==> src/rtl/fft_unloader_pkg.sv <==
// ============================================================================
// fft_unloader_pkg : FFT sizing defaults, bit-reversal and bank/address map
// Rev 1.0 : initial release
// ============================================================================
`timescale 1ns/1ps
`default_nettype none

package fft_unloader_pkg;

  localparam int R_DEF  = 5;
  localparam int N_DEF  = 32;
  localparam int W_DEF  = 32;
  // Widest index the helpers support; callers cast down to their own R.
  localparam int IDX_W  = 16;

  typedef enum logic [1:0] {
    ST_IDLE  = 2'd0,
    ST_RUN   = 2'd1,
    ST_DRAIN = 2'd2
  } unload_state_e;

  function automatic logic [IDX_W-1:0] bitrev(input logic [IDX_W-1:0] k, input int r);
    logic [IDX_W-1:0] res;
    res = '0;
    for (int i = 0; i < IDX_W; i++) begin
      if (i < r) res[i] = k[r-1-i];
    end
    return res;
  endfunction

  // Conflict-free split: even-parity elements in m0, odd-parity in m1.
  function automatic logic bank_of(input logic [IDX_W-1:0] n);
    return ^n;
  endfunction

  function automatic logic [IDX_W-2:0] bank_addr(input logic [IDX_W-1:0] n);
    return n[IDX_W-1:1];
  endfunction

endpackage

`default_nettype wire

==> src/rtl/fft_unload_fifo.sv <==
// ============================================================================
// fft_unload_fifo : 3-entry FIFO holding returned samples; head drives output
// Rev 1.0 : initial release
// ============================================================================
`timescale 1ns/1ps
`default_nettype none

module fft_unload_fifo #(
  parameter int W = 32
) (
  input  logic         i_clk,
  input  logic         i_rst,
  input  logic         i_push,
  input  logic [W-1:0] i_data,
  input  logic         i_pop,
  output logic [W-1:0] o_data,
  output logic         o_valid,
  output logic [1:0]   o_count
);

  logic [W-1:0] mem_q [3];
  logic [1:0]   wr_q;
  logic [1:0]   rd_q;
  logic [1:0]   cnt_q;
  logic         w_pop;

  function automatic logic [1:0] ptr_inc(input logic [1:0] p);
    return (p == 2'd2) ? 2'd0 : p + 2'd1;
  endfunction

  assign w_pop   = i_pop & (cnt_q != 2'd0);
  assign o_data  = mem_q[rd_q];
  assign o_valid = (cnt_q != 2'd0);
  assign o_count = cnt_q;

  always_ff @(posedge i_clk) begin
    if (i_rst) begin
      for (int i = 0; i < 3; i++) mem_q[i] <= '0;
      wr_q  <= 2'd0;
      rd_q  <= 2'd0;
      cnt_q <= 2'd0;
    end else begin
      if (i_push) begin
        mem_q[wr_q] <= i_data;
        wr_q        <= ptr_inc(wr_q);
      end
      if (w_pop) rd_q <= ptr_inc(rd_q);
      case ({i_push, w_pop})
        2'b10:   cnt_q <= cnt_q + 2'd1;
        2'b01:   cnt_q <= cnt_q - 2'd1;
        default: cnt_q <= cnt_q;
      endcase
    end
  end

endmodule

`default_nettype wire

==> src/rtl/fft_unloader.sv <==
// ============================================================================
// fft_unloader : streams a finished FFT frame out of two banks in natural order
// Rev 1.0 : initial release
// ============================================================================
`timescale 1ns/1ps
`default_nettype none

module fft_unloader
  import fft_unloader_pkg::*;
#(
  parameter int R = R_DEF,
  parameter int N = N_DEF,
  parameter int W = W_DEF
) (
  input  logic         i_clk,
  input  logic         i_rst,
  input  logic         i_start,
  output logic         o_m0_ren,
  output logic [R-2:0] o_m0_raddr,
  input  logic [W-1:0] i_m0_rdata,
  output logic         o_m1_ren,
  output logic [R-2:0] o_m1_raddr,
  input  logic [W-1:0] i_m1_rdata,
  output logic [W-1:0] o_data,
  output logic         o_valid,
  input  logic         i_ready,
  output logic         o_busy,
  output logic         o_done
);

  localparam int AW = R - 1;

  unload_state_e state_q, state_d;
  logic [R-1:0]  k_q, k_d;
  logic [R-1:0]  out_cnt_q, out_cnt_d;
  logic          m0_ren_q, m0_ren_d, m1_ren_q, m1_ren_d;
  logic [AW-1:0] m0_raddr_q, m0_raddr_d, m1_raddr_q, m1_raddr_d;
  logic          rvalid_q, rbank_q;
  logic          done_q, done_d;

  logic [R-1:0]  w_n;
  logic          w_bank;
  logic [AW-1:0] w_addr;
  logic          w_pop, w_issue, w_can_issue;
  logic [1:0]    w_fifo_cnt;
  logic [2:0]    w_load;

  assign w_n    = R'(bitrev(IDX_W'(k_q), R));
  assign w_bank = bank_of(IDX_W'(w_n));
  assign w_addr = AW'(bank_addr(IDX_W'(w_n)));

  assign w_pop  = o_valid & i_ready;
  // Samples buffered plus reads still returning must leave room for this one.
  assign w_load      = {1'b0, w_fifo_cnt} + {2'b0, m0_ren_q | m1_ren_q} + {2'b0, rvalid_q};
  assign w_can_issue = w_load < (3'd3 + {2'b0, w_pop});

  always_comb begin
    state_d   = state_q;
    k_d       = k_q;
    out_cnt_d = out_cnt_q;
    done_d    = 1'b0;
    w_issue   = 1'b0;
    if (w_pop) out_cnt_d = out_cnt_q + 1'b1;
    case (state_q)
      ST_IDLE: begin
        if (i_start) begin
          w_issue = 1'b1;
          state_d = ST_RUN;
        end
      end
      ST_RUN: begin
        if (w_can_issue) begin
          w_issue = 1'b1;
          if (k_q == R'(N-1)) state_d = ST_DRAIN;
        end
      end
      ST_DRAIN: begin
        if (w_pop && (out_cnt_q == R'(N-1))) begin
          state_d = ST_IDLE;
          done_d  = 1'b1;
        end
      end
      default: state_d = ST_IDLE;
    endcase
    if (w_issue) k_d = k_q + 1'b1;
  end

  assign m0_ren_d   = w_issue & ~w_bank;
  assign m1_ren_d   = w_issue &  w_bank;
  assign m0_raddr_d = m0_ren_d ? w_addr : m0_raddr_q;
  assign m1_raddr_d = m1_ren_d ? w_addr : m1_raddr_q;

  always_ff @(posedge i_clk) begin
    if (i_rst) begin
      state_q    <= ST_IDLE;
      k_q        <= '0;
      out_cnt_q  <= '0;
      m0_ren_q   <= 1'b0;
      m1_ren_q   <= 1'b0;
      m0_raddr_q <= '0;
      m1_raddr_q <= '0;
      rvalid_q   <= 1'b0;
      rbank_q    <= 1'b0;
      done_q     <= 1'b0;
    end else begin
      state_q    <= state_d;
      k_q        <= k_d;
      out_cnt_q  <= out_cnt_d;
      m0_ren_q   <= m0_ren_d;
      m1_ren_q   <= m1_ren_d;
      m0_raddr_q <= m0_raddr_d;
      m1_raddr_q <= m1_raddr_d;
      rvalid_q   <= m0_ren_q | m1_ren_q;
      rbank_q    <= m1_ren_q;
      done_q     <= done_d;
    end
  end

  fft_unload_fifo #(.W(W)) u_fifo (
    .i_clk   (i_clk),
    .i_rst   (i_rst),
    .i_push  (rvalid_q),
    .i_data  (rbank_q ? i_m1_rdata : i_m0_rdata),
    .i_pop   (w_pop),
    .o_data  (o_data),
    .o_valid (o_valid),
    .o_count (w_fifo_cnt)
  );

  assign o_m0_ren   = m0_ren_q;
  assign o_m1_ren   = m1_ren_q;
  assign o_m0_raddr = m0_raddr_q;
  assign o_m1_raddr = m1_raddr_q;
  assign o_busy     = (state_q != ST_IDLE);
  assign o_done     = done_q;

endmodule

`default_nettype wire

==> config.mk <==
export PLATFORM = sky130hd
export DESIGN_NAME = fft_unloader
export DESIGN_NICKNAME = d
export VERILOG_FILES = /design/src/rtl/fft_unloader_pkg.sv /design/src/rtl/fft_unload_fifo.sv /design/src/rtl/fft_unloader.sv
export SDC_FILE = /design/constraint.sdc
export NUM_CORES = 1
export LEC_CHECK = 0
export BUFFER_PORTS_ARGS = -buffer_cell sky130_fd_sc_hd__buf_4
export CAP_MARGIN = 5
export CORE_ASPECT_RATIO = 0.8
export CORE_MARGIN = 5
export CORE_UTILIZATION = 40
export DETAILED_ROUTE_END_ITERATION = 8
export GPL_TIMING_DRIVEN = 0
export SLEW_MARGIN = 20
export SYNTH_ARGS = -nofsm -noshare
export SYNTH_HDL_FRONTEND = slang
export SYNTH_SLANG_ARGS = --single-unit
export TNS_END_PERCENT = 20
==> constraint.sdc <==
create_clock -name i_clk -period 3.5 [get_ports i_clk]
set_input_delay 0.175 -clock i_clk [delete_from_list [all_inputs] [get_ports i_clk]]
set_output_delay 0.175 -clock i_clk [all_outputs]
set_load 0.02 [all_outputs]
==> impl_metrics.ini, run 1 <==
[route]
wl_met1_mm = 6.64
topRoutingLayerUsed = met4
routed-wl-met2_mm = 7.63
wire_per_inst_um = 17.7
firstDrtPassIters = 4
via_per_inst = 4.96
dr_wl_met3_mm = 1.08
antenna_left = 0
remaining_drc_errors = 0
dr.first_iter.drc_count = 205
route.vias.total = 4331
wirelength_mm = 15.5

[sta]
hold_ws_ns = 0.0975
finalCriticalPeriod_ns = 2.71
rsz0062_at_grt = false
drv_slew = 0
slew-limit-headroom_pct = 49.0
tns_ns = 0
setup_viol = 0
finClkSkew_ns = 0.00696
max_freq_mhz = 369
hold_viol_final = 0
tightest_slew_ns = 0.765
post-route-period-util_pct = 77.3

[floorplanning]
dieHeight_um = 128
row_count = 43
start_util_pct = 40.5
boundaryPins = 113
die_w_um = 158
dieArea_sq_mm = 0.0202
design.core.area_sq_mm = 0.0173

[pwr]
p_int_mw = 3.65
leakage_nw = 3.46
seq_power_share_pct = 45.2
ir_drop_v = 0.000367
combPwrFrac_pct = 19.5
p_clk_share_pct = 35.3
p_sw_share_pct = 26.0
p_sw_mw = 1.28
p_per_area_mw_per_mm2 = 561

[grt]
track_usage_pct = 16.1
grt_max_degree = 26
grt.overflow.total = 0
first_global_vias = 4625
antenna_found_initial = 0
grt_pass1_wl_mm = 24.4

[setup_path]
critPathArrivalTime_ns = 3.05
worstSetupEndpointType = register
required_ns = 3.84
critical_path_class = register to register
worstPathMaxFanout = 7
startpoint_type = register

[run_status]
outcome = completed

[cells_and_area]
ff_latch_area_sq_mm = 0.00450
fin_nets = 714
fillerInstances = 1526
drive_gt1_share_pct = 30.5
multiInputGateArea_sq_mm = 0.00226
stdcell_area_sq_mm = 0.00878
syn2layout_area_growth_pct = 25.6
diodes = 0

[yosys]
synth_nets = 579
synth_top_area_share_pct = 55.0
syn_area_sq_mm = 0.00699
yosys_register_bits = 161
synth.area.top_cells = edfxtp_1, mux4_2, dfxtp_1
synth_cell_types = 38
synth.avg_cell_area_sq_um = 14.0
synth_top_cell_by_area = edfxtp_1
ys_seq_area_share_pct = 64.4
yosysWarnings = 0
postSynthCellCount = 501

[clock_tree]
cts.reportedPaths.clkPinSlew_ns = 0.06
tritoncts = done
cts_resized = 0
clock_sinks = 161
cts_max_path_buffers = 2
postCtsHoldBufs = 0
h-tree-depth = 4
clock-root-buffer = clkbuf_16
clock_latency_ns = 0.42
cts-buffers-inserted = 17
cts_setup_buffers = 0

[placement]
dpl_cell_area_sq_mm = 0.00822
portBuffers = 112
dp_hpwl_mm = 10.5
gp_congestion = 0.756

[hold_path]
hold_class = input pin to register

[flow_run]
cap_violations = 0
-- cells in the mapped netlist, drive strengths merged --
master	n
o2111ai	1
nand3b	4
a2111oi	1
o21ai	2
o211ai	6
edfxtp	128
xor2	5
or2	4
nand4	1
nor4	1
nand3	4
or2b	1
and3	3
clkbuf	16
nor2b	3
inv	36
a21o	1
xnor2	4
ha	9
nor2	110
buf	8
nand2b	14
a21oi	13
nor3	2
mux2i	43
mux4	32
or3	1
o211a	1
fa	1
and2b	1
dfxtp	33
nand2	12
-- worst max-delay path, cell delays in order, from the launching register on --
cell,delay [ns]
dfxtp_1,0.31
or2_2,0.33
fa_1,0.41
ha_1,0.29
ha_1,0.28
o211ai_1,0.12
o211a_1,0.35
o211ai_2,0.29
mux2i_1,0.24
-- worst paths after layout --
check	startpoint	end	slack, ns	cells past startpoint
worst min register to register	out_cnt_q[4]	out_cnt_q[4]	0.46	2
worst max-delay path	o_m1_ren	o_m1_raddr[3]	0.79	8
worst max register to register	o_m1_ren	o_m1_raddr[3]	0.79	8
worst min-delay path	i_start	state_q[0]	0.1	3
-- state kept, by name, summed over array words and instances (netlist names), 2 cells and up, named ones only --
signal,flops
u_fifo.mem_q,128
k_q,5
out_cnt_q,5
o_m0_raddr,4
o_m1_raddr,4
state_q,2
u_fifo.o_count,2
u_fifo.rd_q,2
u_fifo.wr_q,2
-- cell families after synthesis --
group,share of synthesized area [%]
and+or+nand+nor,10.1
DFF,64.4
xor gates and xnor gates,1.13
muxes,16.5
adders and majority gates,1.90
AOI/OAI and AO/OA,2.60
buffers and inverters,3.35
-- layer usage --
metal	GRT usage, %	vias up
met3	4.52	13
met2	26.7	130
met4	4.10	0
met5	0	-
met1	20.9	2115
li1	-	2073
-- stage by stage --
step / utilization [%] / instances / setup WS (ns) / total power, mW
after floorplan: - / 501 / 0.964 / 2.87
after global placement: 47.0 / 838 / 0.496 / 3.20
after detailed placement: 47.6 / 842 / 0.820 / 3.24
after CTS: 50.8 / 874 / 0.761 / 4.98
after global routing: 50.8 / 874 / 0.583 / 5.15
final: 50.8 / 874 / 0.793 / 4.93
-- power groups by stage --
stage | logic [mW] | clock network (mW) | registers, mW
floorplan | 0.608 | 0 | 2.26
global placement | 0.941 | 0 | 2.26
detailed placement | 0.975 | 0 | 2.27
CTS | 0.979 | 1.78 | 2.23
global route | 1.04 | 1.87 | 2.24
finish | 0.959 | 1.74 | 2.23
-- area by class of cell --
class	count	area share [%]
Clock inverter	13	1.37
Tap cell	225	3.21
Multi-Input combinational cell	280	25.8
Inverter	36	1.54
Clock buffer	19	4.93
Sequential cell	161	51.3
Timing Repair Buffer	116	10.7
Buffer	24	1.13
-- placed cells by master, fill, tap and decap left out, types with 3 or more instances in the layout --
cell type,n
a21oi_1,13
buf_16,3
buf_2,7
buf_4,112
clkbuf_1,18
clkbuf_16,17
clkinv_1,3
clkinv_2,3
dfxtp_1,33
edfxtp_1,128
ha_1,9
inv_1,35
mux2i_1,43
mux4_2,32
nand2_1,12
nand2b_1,11
nand2b_2,3
nand3_1,4
nand3b_1,4
nor2_1,110
nor2b_1,3
o211ai_1,4
or2_2,4
xnor2_1,4
xor2_1,5
Note: power is estimated with default switching activity, not from simulation.
==> run 2: changes to the inputs <==
- clock period: 3.5 -> 2.3 ns (I/O delays scaled with it)
==> run 2 against run 1 <==
  * The flow now finishes with violations (setup timing)
  * First-iteration DRC count fell by 12%
  * Sequential power increased by 52%
  * Design area rose by 2.4%
  * Clock power rose by 80%
  * Via count rose by 1.1%
  * Core utilization grew 1.2 points
  * Clock-buffer cell count down 2
  * Die area stayed put
  * Critical path depth did not move
==> impl_metrics.ini, run 2 (same netlist as run 1, synthesis figures left out) <==
[pwr]
p_sw_mw = 2.03
p_per_area_mw_per_mm2 = 898
p_clk_share_pct = 38.9
seq_power_share_pct = 42.0
p_total_mw = 8.07
ir_drop_v = 0.000577
combPwrFrac_pct = 19.1
p_int_mw = 6.04
leakage_nw = 3.51
p_sw_share_pct = 25.2

[setup_path]
critical_path_class = register to register
required_ns = 2.65
worstPathMaxFanout = 7
reg2reg_from = o_m0_ren
critPathArrivalTime_ns = 2.79
worstSetupEndpointType = register
setup.worst_path.end = o_m1_raddr[2]
r2r-end = o_m1_raddr[2]
crit_path_start = o_m0_ren
r2r_cells = 8
startpoint_type = register
ff2ff_setup_slack_ns = -0.13

[floorplanning]
dieHeight_um = 128
design.core.area_sq_mm = 0.0173
die_w_um = 158
row_count = 43
start_util_pct = 40.5
boundaryPins = 113
dieArea_sq_mm = 0.0202

[clock_tree]
clock_sinks = 161
postCtsHoldBufs = 0
clock-root-buffer = clkbuf_16
clock_latency_ns = 0.42
tritoncts = done
cts-buffers-inserted = 17
cts_max_path_buffers = 2
cts.reportedPaths.clkPinSlew_ns = 0.06
h-tree-depth = 4

[cells_and_area]
ff_latch_area_sq_mm = 0.00451
final_util_pct = 52.0
fin_nets = 715
diodes = 0
final_common_cell = edfxtp_1
layout_common_cells = edfxtp_1, buf_4, nor2_1
regMostFlops = u_fifo.mem_q
drive_gt1_share_pct = 32.9
largest_register_ffs = 128
syn2layout_area_growth_pct = 28.5
biggestRegsByFlops = u_fifo.mem_q: 128 flops, k_q: 5 flops, out_cnt_q: 5 flops
fillerInstances = 1469
multiInputGateArea_sq_mm = 0.00234

[sta]
tightest_slew_ns = 0.671
hold_viol_final = 0
tns_ns = -1.13
finalCriticalPeriod_ns = 2.43
post-route-period-util_pct = 106
finClkSkew_ns = 0.00932
drv_slew = 0
setup_viol = 15
slew-limit-headroom_pct = 55.3
max_freq_mhz = 411
fin_ws_ns = -0.134
rsz0062_at_grt = true

[run_status]
violations = setup timing
outcome = complete, but fails checks

[route]
remaining_drc_errors = 0
dr_wl_met3_mm = 1.15
dr.first_iter.drc_count = 181
route.vias.total = 4378
wl_met1_mm = 6.61
wire_per_inst_um = 17.9
firstDrtPassIters = 4
wirelength_mm = 15.7
routed-wl-met2_mm = 7.85
via_per_inst = 5.00
topRoutingLayerUsed = met4
antenna_left = 0

[flow_run]
cap_violations = 0

[hold_path]
whs_path_depth = 3
hold_class = input pin to register

[grt]
first_global_vias = 4729
antenna_found_initial = 0
grt.overflow.total = 0
track_usage_pct = 16.0
grt_pass1_wl_mm = 24.3
grt_max_degree = 22

[placement]
gp_congestion = 0.774
dp_hpwl_mm = 10.5
portBuffers = 112
==> run 2: cell types whose count changed in the layout (fill, tap and decap cells not counted), moves of 3 or more <==
cell        previous run  this run
bufinv_16              2         6
clkinvlp_4             2         6
a21oi_1               13        10
a21oi_2                0         3
clkbuf_1              18        15
clkinv_1               3         0
==> run 2: worst max-delay path, cell delays in order, from the launching register on <==
cell and delay (ns):
dfxtp_4 0.34, or2_4 0.25, fa_2 0.37, ha_4 0.23, ha_4 0.25, o211ai_1 0.15, o211a_4 0.33, o211ai_4 0.23
mux2i_1 0.21
==> run 2: final cells by class <==
type | instances | area share [%]
Buffer | 24 | 1.17
Tap cell | 225 | 3.13
Timing Repair Buffer | 117 | 10.5
Clock buffer | 17 | 4.73
Sequential cell | 161 | 50.2
Multi-Input combinational cell | 280 | 26.1
Inverter | 36 | 1.50
Clock inverter | 15 | 2.67
==> run 2: worst min path at each step <==
stage | from | slack [ns] | to
final | i_start | 0.04 | state_q[0]
after CTS | i_start | 0.02 | state_q[0]
after global routing | i_start | 0.02 | state_q[0]
after global placement | out_cnt_q[4] | 0.45 | out_cnt_q[4]
after detailed placement | o_m1_raddr[1] | 0.46 | o_m1_raddr[1]
after floorplan | i_start | 0.33 | state_q[0]
==> run 2: metal layers <==
metal	up-vias	global-route usage, %
met5	-	0
met4	0	4.10
met3	5	5.64
met2	146	26.3
met1	2152	20.4
li1	2075	-
==> run 2: what timing repair did <==
item / 4_1_cts / 5_1_grt
resized for setup: 4 / 9
endpoints found under the setup margin: 16 / 45
setup buffers: 0 / 1
pin swaps: 3 / 7
==> run 2: power by group through the flow <==
stage / Sequential (mW) / Combinational [mW] / Clock [mW]
after global routing: 3.41 / 1.67 / 3.33
final: 3.39 / 1.54 / 3.14
after global placement: 3.45 / 1.45 / 0
after CTS: 3.39 / 1.53 / 3.21
after floorplan: 3.44 / 0.947 / 0
after detailed placement: 3.45 / 1.51 / 0
==> run 2: per-stage QoR <==
step	setup slack, ns	std cells	cell area (sq um)	hold slack, ns
2_1_floorplan	-0.0206	501	7030	0.327
4_1_cts	-0.170	874	8940	0.0179
5_1_grt	-0.250	875	8990	0.0175
6_report	-0.134	875	8990	0.0448
3_5_place_dp	-0.175	842	8250	0.463
3_3_place_gp	-0.600	838	8150	0.452
==> run 3: changes to the inputs <==
- CELL_PAD_IN_SITES_DETAIL_PLACEMENT: unset -> 1
- CELL_PAD_IN_SITES_GLOBAL_PLACEMENT: unset -> 1
- PLACE_DENSITY_LB_ADDON: unset -> 0.1
==> run 3 against run 2 <==
  * The flow still finishes with violations (setup timing)
  * Clock power fell by 6%
  * Combinational power barely moved
  * Largest cell class unchanged
  * Largest power group unchanged
  * Via count grew 0.16%
  * Sequential power about the same
  * Critical path depth is the same
  * Sequential cell count unchanged
  * Global-route usage is 1.6 points higher
  * Wire length is 6.5% higher
==> impl_metrics.ini, run 3 (same netlist as run 1, synthesis figures left out) <==
[run_status]
outcome = complete, but fails checks
violations = setup timing

[hold_path]
whs_path_depth = 3
hp-start = i_m0_rdata[6]
holdPathEnd = u_fifo.mem_q[3][6]
hold_class = input pin to register

[sta]
tightest_slew_ns = 0.632
fin_ws_ns = -0.132
hold_viol_final = 0
drv_slew = 0
finalCriticalPeriod_ns = 2.43
max_freq_mhz = 411
slew-limit-headroom_pct = 57.9
setup_viol = 16
finClkSkew_ns = 0.00789
tns_ns = -1.25
rsz0062_at_grt = true
post-route-period-util_pct = 106

[placement]
portBuffers = 112
gp_congestion = 0.773
dpl_cell_area_sq_mm = 0.00825
pre_cts_ws_ns = -0.195
dp.cells = 842
dp_hpwl_mm = 11.3

[cells_and_area]
ff_latch_area_sq_mm = 0.00451
biggestRegsByFlops = u_fifo.mem_q: 128 flops, k_q: 5 flops, out_cnt_q: 5 flops
fillerInstances = 1737
diodes = 0
largest_register_ffs = 128
drive_gt1_share_pct = 33.0
final_common_cell = edfxtp_1
fin_cells = 876
layout_common_cells = edfxtp_1, buf_4, nor2_1
multiInputGateArea_sq_mm = 0.00236
fin_nets = 716
stdcell_area_sq_mm = 0.00897
syn2layout_area_growth_pct = 28.3
regMostFlops = u_fifo.mem_q

[setup_path]
r2r_cells = 8
max_stage_delay_ns = 0.38
cpMaxStageDelayCell = fa_2
crit_path_start = o_m0_ren
critical_path_class = register to register
reg2reg_from = o_m0_ren
r2r-end = o_m0_raddr[1]
ff2ff_setup_slack_ns = -0.13
critPathArrivalTime_ns = 2.78
worstPathMaxFanout = 7
required_ns = 2.65
path_cells = or2_4 -> fa_2 -> ha_4 -> ha_4 -> o211ai_1 -> o211a_4 -> o211ai_4 -> mux2i_1
startpoint_type = register
path_common_cell = ha_4
worstSetupEndpointType = register

[grt]
grt.overflow.total = 0
first_global_vias = 4953
grt_pass1_wl_mm = 26.6
track_usage_pct = 17.6
antenna_found_initial = 0
grt_max_degree = 25

[pwr]
p_total_mw = 7.93
ir_drop_v = 0.000524
leakage_nw = 3.51
p_per_area_mw_per_mm2 = 884

[clock_tree]
cts.reportedPaths.clkPinSlew_ns = 0.06
clock_sinks = 161
cts_max_path_buffers = 2
h-tree-depth = 4
clock-root-buffer = clkbuf_16
tritoncts = done
cts-buffers-inserted = 17
postCtsHoldBufs = 0
clock_latency_ns = 0.42

[floorplanning]
design.core.area_sq_mm = 0.0173
dieHeight_um = 128
start_util_pct = 40.5
row_count = 43
boundaryPins = 113
die_w_um = 158
dieArea_sq_mm = 0.0202

[route]
dr.first_iter.drc_count = 271
remaining_drc_errors = 0
wirelength_mm = 16.7
wire_per_inst_um = 19.1
via_per_inst = 5.01
antenna_left = 0
route.vias.total = 4385
firstDrtPassIters = 4

[flow_run]
cap_violations = 0
-- run 3: changes by cell type in the layout (fill, tap and decap cells not counted), moves of 2 or more --
| cell | previous run | this run |
|---|---|---|
| a21oi_2 | 3 | 0 |
| a21oi_4 | 0 | 2 |
| bufinv_16 | 6 | 4 |
| clkbuf_2 | 1 | 3 |
| clkinv_1 | 0 | 2 |
| clkinv_4 | 0 | 2 |
| clkinvlp_4 | 6 | 3 |
-- run 3: final cells by class --
| class | instances | area share, % |
|---|---|---|
| clock buffer | 17 | 4.74 |
| sequential | 161 | 50.3 |
| clock inverter | 15 | 2.14 |
| timing repair buffer | 118 | 10.6 |
| buffer | 24 | 1.20 |
| multi-input combinational | 280 | 26.3 |
| tap | 225 | 3.14 |
| inverter | 36 | 1.51 |
-- run 3: power by group --
group	leakage, nW	internal, mW	total, mW	switching [mW]
Clock	0.290	1.81	2.96	1.15
Combinational	1.67	0.725	1.57	0.848
Sequential	1.55	3.30	3.40	0.0918
-- run 3: metal layers --
metal,routed length (um),GRT usage (%),vias up
met3,789,4.49,14
met5,0,0,-
met4,162,5.56,0
met2,8480,30.0,100
li1,-,-,2078
met1,7290,22.1,2193
-- run 3: worst max-delay path by stage --
| stage | slack [ns] | endpoint | depth (start not counted) |
|---|---|---|---|
| final | -0.13 | o_m0_raddr[1] | 8 |
| after global placement | -0.67 | u_fifo.mem_q[0][16] | 4 |
| after CTS | -0.16 | o_m1_raddr[3] | 8 |
| after global routing | -0.26 | o_m0_raddr[1] | 8 |
| after floorplan | -0.02 | o_m0_raddr[0] | 8 |
| after detailed placement | -0.19 | o_m0_raddr[3] | 8 |
-- run 3: through the flow --
step / hold slack (ns) / utilization [%]
4_1_cts: 0.0216 / 51.8
5_1_grt: 0.0358 / 51.9
2_1_floorplan: 0.327 / -
3_5_place_dp: 0.466 / 47.8
3_3_place_gp: 0.451 / 47.2
6_report: 0.0473 / 51.9
-- run 3: critical path, delay by kind of cell, from the launching register on --
kind / cells / cell delay, ns
fa+ha+maj: 3 / 0.87
mux: 1 / 0.21
simple gates: 1 / 0.25
compound gates: 3 / 0.70
flops: 1 / 0.34
-- run 3: repair_timing --
item	CTS	global route
pin swaps	7	1
endpoints found under the setup margin	27	40
resized for setup	12	3
buffers inserted	1	1
hold endpoints to repair	0	0
